<file path="config.mk">
export PLATFORM = sky130hd
export DESIGN_NAME = alu_seq
export DESIGN_NICKNAME = d
export VERILOG_FILES = /design/src/rtl/alu_seq_pkg.sv /design/src/rtl/alu_mul_iter.sv /design/src/rtl/alu_seq.sv
export SDC_FILE = /design/constraint.sdc
export NUM_CORES = 1
export LEC_CHECK = 0
export ABC_AREA = 1
export CAP_MARGIN = 20
export CORE_AREA = 2 2 103 75
export DETAILED_ROUTE_END_ITERATION = 10
export DIE_AREA = 0 0 105 77
export DONT_BUFFER_PORTS = 1
export GPL_ROUTABILITY_DRIVEN = 1
export PLACE_DENSITY = 0.88
export SKIP_LAST_GASP = 1
export SYNTH_ARGS = -nofsm -noshare
export SYNTH_HDL_FRONTEND = slang
export SYNTH_SLANG_ARGS = --single-unit
export TNS_END_PERCENT = 1
</file>
<file path="constraint.sdc">
create_clock -name clk -period 3.6 [get_ports clk]
set_input_delay 1.08 -clock clk [delete_from_list [all_inputs] [get_ports clk]]
set_output_delay 1.08 -clock clk [all_outputs]
set_load 0.01 [all_outputs]
</file>
<file path="src/rtl/alu_seq_pkg.sv">
// Shared opcode and FSM encodings for the sequential ALU.
package alu_seq_pkg;

    localparam int unsigned OP_W = 4;

    // Instruction encodings; all 16 values are defined.
    typedef enum logic [OP_W-1:0] {
        OP_ADD  = 4'd0,
        OP_SUB  = 4'd1,
        OP_AND  = 4'd2,
        OP_OR   = 4'd3,
        OP_XOR  = 4'd4,
        OP_NOT  = 4'd5,
        OP_SLL  = 4'd6,
        OP_SRL  = 4'd7,
        OP_SRA  = 4'd8,
        OP_ROL  = 4'd9,
        OP_ROR  = 4'd10,
        OP_SLT  = 4'd11,
        OP_SLTU = 4'd12,
        OP_MUL  = 4'd13,
        OP_MULH = 4'd14,
        OP_PASS = 4'd15
    } opcode_e;

    // Control FSM states.
    typedef enum logic [1:0] {
        S_IDLE = 2'd0,
        S_MUL  = 2'd1,
        S_HOLD = 2'd2
    } state_e;

    // True for opcodes serviced by the iterative multiplier.
    function automatic logic is_mul_op(input opcode_e op);
        return (op == OP_MUL) || (op == OP_MULH);
    endfunction

endpackage

</file>
<file path="src/rtl/alu_mul_iter.sv">
// Iterative unsigned shift-add multiplier: one partial product per cycle.
module alu_mul_iter #(
    parameter int unsigned WIDTH = 8
) (
    input  logic                 clk,
    input  logic                 rst,
    input  logic                 start,
    input  logic [WIDTH-1:0]     a,
    input  logic [WIDTH-1:0]     b,
    output logic                 busy,
    output logic                 done,
    output logic [2*WIDTH-1:0]   product
);

    localparam int unsigned CW = $clog2(WIDTH);
    localparam logic [CW-1:0] LAST = CW'(WIDTH - 1);

    logic [WIDTH-1:0]   a_q;
    logic [2*WIDTH-1:0] acc;
    logic [CW-1:0]      cnt;
    logic [WIDTH:0]     sum;

    // Upper half plus multiplicand when the current multiplier bit is set.
    always_comb begin
        sum = {1'b0, acc[2*WIDTH-1:WIDTH]} + {1'b0, (acc[0] ? a_q : {WIDTH{1'b0}})};
    end

    // Accumulator holds {partial sum, remaining multiplier bits}; shifts right each step.
    always_ff @(posedge clk) begin
        if (rst) begin
            a_q  <= '0;
            acc  <= '0;
            cnt  <= '0;
            busy <= 1'b0;
            done <= 1'b0;
        end else begin
            done <= 1'b0;
            if (start) begin
                a_q  <= a;
                acc  <= {{WIDTH{1'b0}}, b};
                cnt  <= '0;
                busy <= 1'b1;
            end else if (busy) begin
                acc <= {sum, acc[WIDTH-1:1]};
                cnt <= cnt + CW'(1);
                if (cnt == LAST) begin
                    busy <= 1'b0;
                    done <= 1'b1;
                end
            end
        end
    end

    assign product = acc;

endmodule

</file>
<file path="src/rtl/alu_seq.sv">
// Sequential ALU with valid/ready handshakes and an iterative multiplier.
module alu_seq
    import alu_seq_pkg::*;
#(
    parameter  int unsigned WIDTH = 8,
    localparam int unsigned SHW   = $clog2(WIDTH)
) (
    input  logic              clk,
    input  logic              rst,
    input  logic              in_valid,
    output logic              in_ready,
    input  logic [3:0]        instruction,
    input  logic [WIDTH-1:0]  A,
    input  logic [WIDTH-1:0]  B,
    output logic              out_valid,
    input  logic              out_ready,
    output logic [WIDTH-1:0]  F,
    output logic              carry,
    output logic              zero
);

    state_e               state;
    state_e               state_next;
    opcode_e              op_in;
    logic                 accept;
    logic                 load_alu;
    logic                 load_mul;
    logic                 mul_start;
    logic                 mul_high;
    logic                 mul_busy;
    logic                 mul_done;
    logic [2*WIDTH-1:0]   mul_product;
    logic [WIDTH-1:0]     mul_sel;
    logic [WIDTH:0]       alu_res;

    // Single-cycle ops; returns {carry, result}.
    function automatic logic [WIDTH:0] alu_eval(
        input opcode_e          op,
        input logic [WIDTH-1:0] a,
        input logic [WIDTH-1:0] b
    );
        logic [SHW-1:0]     s;
        logic [WIDTH:0]     wide;
        logic [2*WIDTH-1:0] dbl;
        logic [WIDTH-1:0]   f;
        logic               c;
        s    = b[SHW-1:0];
        wide = '0;
        dbl  = '0;
        f    = '0;
        c    = 1'b0;
        case (op)
            OP_ADD:  {c, f} = {1'b0, a} + {1'b0, b};
            OP_SUB:  begin f = a - b; c = (a >= b); end
            OP_AND:  f = a & b;
            OP_OR:   f = a | b;
            OP_XOR:  f = a ^ b;
            OP_NOT:  f = ~a;
            // Extra bit beside the operand catches the last bit shifted out.
            OP_SLL:  begin wide = {1'b0, a} << s; {c, f} = wide; end
            OP_SRL:  begin wide = {a, 1'b0} >> s; {f, c} = wide; end
            OP_SRA:  begin wide = $unsigned($signed({a, 1'b0}) >>> s); {f, c} = wide; end
            // Doubled operand turns a rotate into a plain shift.
            OP_ROL:  begin dbl = {a, a} << s; f = dbl[2*WIDTH-1:WIDTH]; end
            OP_ROR:  begin dbl = {a, a} >> s; f = dbl[WIDTH-1:0]; end
            OP_SLT:  f = WIDTH'($signed(a) < $signed(b));
            OP_SLTU: f = WIDTH'(a < b);
            OP_PASS: f = b;
            default: f = '0;
        endcase
        return {c, f};
    endfunction

    assign op_in    = opcode_e'(instruction);
    assign alu_res  = alu_eval(op_in, A, B);
    assign mul_sel  = mul_high ? mul_product[2*WIDTH-1:WIDTH] : mul_product[WIDTH-1:0];
    assign in_ready = ~rst & ~mul_busy &
                      ((state == S_IDLE) | ((state == S_HOLD) & out_ready));
    assign accept   = in_valid & in_ready;

    // State register.
    always_ff @(posedge clk) begin
        if (rst) state <= S_IDLE;
        else     state <= state_next;
    end

    // Next-state and load strobes; HOLD with out_ready behaves like IDLE.
    always_comb begin
        state_next = state;
        load_alu   = 1'b0;
        load_mul   = 1'b0;
        mul_start  = 1'b0;
        case (state)
            S_IDLE: begin
                if (accept) begin
                    if (is_mul_op(op_in)) begin
                        mul_start  = 1'b1;
                        state_next = S_MUL;
                    end else begin
                        load_alu   = 1'b1;
                        state_next = S_HOLD;
                    end
                end
            end
            S_MUL: begin
                if (mul_done) begin
                    load_mul   = 1'b1;
                    state_next = S_HOLD;
                end
            end
            S_HOLD: begin
                if (out_ready) begin
                    state_next = S_IDLE;
                    if (accept) begin
                        if (is_mul_op(op_in)) begin
                            mul_start  = 1'b1;
                            state_next = S_MUL;
                        end else begin
                            load_alu   = 1'b1;
                            state_next = S_HOLD;
                        end
                    end
                end
            end
            default: state_next = S_IDLE;
        endcase
    end

    // Result registers; out_valid tracks entry into HOLD.
    always_ff @(posedge clk) begin
        if (rst) begin
            F         <= '0;
            carry     <= 1'b0;
            zero      <= 1'b0;
            out_valid <= 1'b0;
            mul_high  <= 1'b0;
        end else begin
            out_valid <= (state_next == S_HOLD);
            if (mul_start) mul_high <= (op_in == OP_MULH);
            if (load_alu) begin
                F     <= alu_res[WIDTH-1:0];
                carry <= alu_res[WIDTH];
                zero  <= (alu_res[WIDTH-1:0] == '0);
            end else if (load_mul) begin
                F     <= mul_sel;
                carry <= 1'b0;
                zero  <= (mul_sel == '0);
            end
        end
    end

    alu_mul_iter #(.WIDTH(WIDTH)) u_mul (
        .clk     (clk),
        .rst     (rst),
        .start   (mul_start),
        .a       (A),
        .b       (B),
        .busy    (mul_busy),
        .done    (mul_done),
        .product (mul_product)
    );

endmodule

</file>
Word-level counts from Yosys, hierarchy flattened
Index checks and enable logic that the tools add are counted.
{"block": "totals", "regBits": 43, "input_bits": 24, "output_inout_bits": 12, "wordCells": 95}
{"block": "op_classes", "add_sub_neg": 4, "order_cmp": 3, "n_eq_ne": 19, "shifts": 5, "n_mux": 32, "n_bitwise": 11, "reduce_logical": 9}
{"cell": "$pmux 8 s14", "count": 1}
{"cell": "$mux 8", "count": 6}
{"cell": "$eq 4x4->1 const B", "count": 8}
{"cell": "$add 8x8->9", "count": 2}
{"cell": "$eq 4x3->1 const B", "count": 4}
{"cell": "$logic_not 8->1", "count": 2}
{"cell": "$lt 8x8->1", "count": 2}
{"cell": "$mux 1", "count": 16}
{"cell": "$shl 16x3->16", "count": 1}
{"cell": "$shr 16x3->8", "count": 1}
{"cell": "$mux 2", "count": 5}
{"cell": "$shl 8x3->9", "count": 1}
{"cell": "$shr 9x3->9", "count": 1}
{"cell": "$sshr 9x3->9", "count": 1}
{"cell": "$and 8x8->8", "count": 1}
{"cell": "$eq 4x2->1 const B", "count": 2}
{"cell": "$ge 8x8->1", "count": 1}
{"cell": "$not 8->8", "count": 1}
{"cell": "$or 8x8->8", "count": 1}
{"cell": "$sub 8x8->8", "count": 1}
{"cell": "$xor 8x8->8", "count": 1}
{"cell": "$pmux 2 s3", "count": 1}
{"cell": "$pmux 1 s5", "count": 1}
{"cell": "$and 1x1->1", "count": 4}
{"cell": "other kinds (14)", "count": 18}

Depth between registers and ports, before layout
{"block": "depth", "word_depth": 9, "depth_mapped": 18, "depth_no_buf": 16}

Cells and area by module
A second synthesis with hierarchy kept.
{"block": "unflattened", "hier_cells": 821, "hier_area_um2": 4772.1}
{"module": "alu_seq", "instances": 1, "cells_each": 618, "area_each_um2": 3218.1}
{"module": "alu_mul_iter", "instances": 1, "cells_each": 203, "area_each_um2": 1554.0}

Worst setup path after synthesis
No wires, ideal clock.
{"block": "synth_timing", "path_kind": "input to register", "startpoint": "input port B[2]", "endpoint": "register zero", "setup_time_ns": 0.066, "arrival_ns": 2.952, "required_ns": 3.534, "setup_slack_ns": 0.582, "cell_stages": 18, "cell_sequence": "buf_2 inv_1 buf_2 ha_1 buf_2 inv_1 nand2_1 nand2_1 nand2_1 inv_1 nand3_1 nand2_1 nor2_1 nor2_1 nand3_1 nor2_1 nand3_1 a21oi_2"}
{"block": "synth_between", "elab_chain_cells": 4, "word_cells_on_any_way": 15}
{"item": "start, declared", "line": "alu_seq.sv:14", "text": "input logic [WIDTH-1:0] B,"}
{"item": "$sub 8x8->8, or another cell as far along", "line": "alu_seq.sv:54", "text": "OP_SUB: begin f = a - b; c = (a >= b); end"}
{"item": "$pmux 8 s14 (*)", "line": "alu_seq.sv:52", "text": "case (op)"}
{"item": "$logic_not 8->1 (*)", "line": "alu_seq.sv:143", "text": "zero <= (alu_res[WIDTH-1:0] == '0);"}
{"item": "$mux 1 (*)", "line": "alu_seq.sv:140", "text": "if (load_alu) begin"}
{"item": "end signal, assigned", "line": "alu_seq.sv:143"}
{"item": "end signal, assigned", "line": "alu_seq.sv:147", "text": "zero <= (mul_sel == '0);"}
{"item": "end, declared", "line": "alu_seq.sv:19", "text": "output logic zero"}
Every way passes the cells marked *; elsewhere a longest branch is shown, timed or not.
A chain may end at the register's enable or synchronous reset.

Worst setup path in the final report
{"block": "layout_timing", "startpoint": "input port rst", "endpoint": "output port in_ready"}
{"block": "layout_between", "elab_chain_cells": 3}
{"item": "start, declared", "line": "alu_seq.sv:9", "text": "input logic rst,"}
{"item": "$not 1->1", "line": "alu_seq.sv:77", "text": "assign in_ready = ~rst & ~mul_busy &"}
{"item": "$and 1x1->1 (2 in a row)", "line": "alu_seq.sv:77"}
{"item": "end, declared", "line": "alu_seq.sv:11", "text": "output logic in_ready,"}
No other way between the ends.

==> results.toml <==
[run_status]
status = "completed"

[sta]
setup_tns_ps = 0
slew_violations = 0
rsz0062_at_grt = "false"
maxSlewHeadroom_pct = 51.6
fin_crit_ps = 2720
fmax_ghz = 0.368
worst_slew_pin_slew_ps = 718
setup-violations-final = 0
clock-skew-final_ps = 7.07
timing.final.ws_setup_ps = 882
timing.final.crit_share_pct = 75.5
finalHoldViolCount = 0

[logic_synthesis]
synth.avg_cell_area_um2 = 5.76
synth.ff_latch_count = 43
ys_warn_count = 0
synth_most_common_cell = "nand2_1"
synth_area_leaders = "nand2_1, dfxtp_1, ha_1, nand3_1, inv_1"
ys_top_cells_by_count = "nand2_1, inv_1, nand3_1"
synth_area_um2 = 4560
async_reset_ff_share_pct = 0
synth_seq_area_share_pct = 18.9
syn_nets = 856
synth_cell_types = 41
synthFlopType = "dfxtp_1"
syn_inst = 792
synth_edf_count = 0
synth_top_area_share_pct = 24.5
synth_top_cell_by_area = "nand2_1"

[routing]
via_per_inst = 6.00
ant_nets = 0
drc = 0
wl_um = 15500
vias = 5277
wire_per_inst_um = 17.6
drtPass1Iterations = 8
detail_route.iter0.violations = 778

[floorplanning]
die_h_um = 77
ios = 36
start_util_pct = 64.4
num_rows = 26
die_w_um = 105
die_area_um2 = 8090
core_um2 = 7090

[cells_and_area]
area_delta_synth_final_pct = 3.15
diodes = 0
nNetsFinal = 844
drive_gt1_share_pct = 6.79

[setup_path]
cp_cell_sequence = "nor3_1 -> a21boi_0"
cp-end-kind = "output pin"
cp.depth = 2
arrival_ps = 1640
crit_end = "in_ready"
r2r-end = "u_mul.product[15]"
rrSetupSlack_ps = 1240
critical-path-max-stage-delay_ps = 380
startpoint = "rst"
ff2ff_path_depth = 12
cp_top_family = "compound AO/OA/AOI/OAI gates"
rr_startpoint = "u_mul.product[0]"
critPathKind = "input pin to output pin"
crit_path_start_kind = "input pin"
required_ps = 2520
worstPathMaxFanout = 21
crit_path_top_delay_cell = "a21boi_0"
crit_buf_inv = 0

[run]
cap_violations = 0

[placement]
io_buffer_count = 0
dpl.hpwl_um = 12400
gp_congestion = 1.03
preCtsSetupSlack_ps = 743

[global_routing]
grt.total_usage_pct = 38.3
antenna_found_initial = 0
overflow = 0
first_global_vias = 4726
grt_pass1_wl_um = 24300
grt_max_degree = 27

[clocking]
postCtsSetupBuffers = 0
clk_pin_slew_ps = 80
clock-sinks = 43
cts_inserted_buffers = 5
h-tree-depth = 2
cts_hold_buf = 0
post_cts_resized = 0
cts_tree = "built"
cts-root-buf = "clkbuf_8"
cts.path.max_buffers = 2
clock_latency_ps = 310

[worst_hold_path]
hold_depth = 2
min_from = "u_mul.a_q[1]"
min_path_type = "flop to flop"

[power_and_ir_drop]
combPwrFrac_pct = 30.4
p_int_uw = 739
swShare_pct = 37.5
p_clk_share_pct = 27.0
powerDensity_nw_per_um2 = 251
ir_worst_vdd_uv = 191
power_switching_uw = 444
p_leak_uw = 0.00245
pwr-share-seq_pct = 42.6
==> power by group through the flow <==
stage / logic [uW] / clock network, uW / registers (uW)
3_5_place_dp: 339 / 0 / 515
6_report: 360 / 319 / 504
4_1_cts: 341 / 324 / 503
5_1_grt: 397 / 342 / 506
3_3_place_gp: 335 / 0 / 514
2_1_floorplan: 271 / 0 / 510
==> routing by layer <==
metal  up-vias  GRT usage, %  routed length [um]
met1      2355          55.8                6760
met4         0          10.4                 381
met2       378          52.5                5940
met3        45          13.8                2390
met5         -             0                   0
li1       2499             -                   -
==> final cells by class <==
| cell class | instances | area (um^2) |
|---|---|---|
| multi-input cells | 627 | 3220 |
| fillers | 697 | 2380 |
| flip-flops and latches | 43 | 861 |
| inverters | 97 | 364 |
| well taps | 98 | 123 |
| clock buffers | 5 | 68.8 |
| repair buffers | 6 | 45.0 |
| clock inverters | 3 | 23.8 |
==> cell families (layout without fill, tap and decap cells) <==
kind of cell | Yosys count | in the layout | synth area share (%)
AO/OA/AOI/OAI | 98 | 98 | 11.7
XOR/XNOR | 7 | 7 | 1.34
adder cells (fa/ha/maj) | 40 | 40 | 11.5
buffers and inverters | 122 | 111 | 10.5
flip-flops | 43 | 43 | 18.9
multiplexers | 2 | 2 | 0.439
AND/OR/NAND/NOR | 480 | 480 | 45.7
==> sequential cells by signal, summed over array words and instances (netlist names) <==
register       count
u_mul.product     16
F                  8
u_mul.a_q          8
u_mul.cnt          3
state              2
carry              1
mul_high           1
out_valid          1
u_mul.busy         1
u_mul.done         1
zero               1
==> worst min-delay path by stage <==
stage / endpoint / slack [ps]
3_5_place_dp: u_mul.a_q[1] / 450
3_3_place_gp: u_mul.a_q[1] / 440
2_1_floorplan: u_mul.a_q[0] / 430
5_1_grt: u_mul.a_q[1] / 490
6_report: u_mul.a_q[1] / 470
4_1_cts: u_mul.a_q[1] / 470
==> cell usage in the layout, fill, tap and decap left out, types with 2 or more instances in the layout <==
cell type | netlist | final
nand2_1 | 298 | 298
inv_1 | 87 | 87
nand3_1 | 82 | 82
nor2_1 | 54 | 54
dfxtp_1 | 43 | 43
a21oi_1 | 40 | 40
ha_1 | 37 | 37
o21ai_0 | 33 | 33
a31oi_1 | 10 | 10
inv_2 | 10 | 10
nand4_1 | 8 | 8
nor2_2 | 8 | 8
nor3_1 | 6 | 6
buf_4 | 1 | 6
nand2_4 | 5 | 5
nand2_2 | 5 | 5
nor2_4 | 5 | 5
clkbuf_8 | 0 | 5
xor2_1 | 4 | 4
o21ai_1 | 3 | 3
xnor2_1 | 3 | 3
fa_1 | 3 | 3
nor4_1 | 2 | 2
mux2i_1 | 2 | 2
a21boi_0 | 2 | 2
a22oi_1 | 2 | 2
o21bai_1 | 2 | 2
nand3_2 | 2 | 2
clkinvlp_4 | 0 | 2
==> metrics by stage <==
stage / instance area, um^2 / hold slack [ps] / util, % / std cells / power, uW
after floorplan: 4560 / 428 / - / 792 / 781
after global placement: 4620 / 443 / 65.1 / 871 / 849
after detailed placement: 4620 / 446 / 65.1 / 871 / 854
after CTS: 4710 / 468 / 66.4 / 879 / 1170
after global routing: 4710 / 494 / 66.4 / 879 / 1240
final: 4710 / 466 / 66.4 / 879 / 1180
==> worst reg2reg max path: stages (launching register included) <==
cell and delay (ps):
dfxtp_1 550, nand2_1 110, inv_1 70, ha_1 190
inv_1 60, fa_1 410, o21ai_0 310, nand2_1 90
nand2_1 70, a21oi_1 80, nor2_1 90, o21ai_0 100
a21oi_1 160
(Power assumes the default switching activity.)
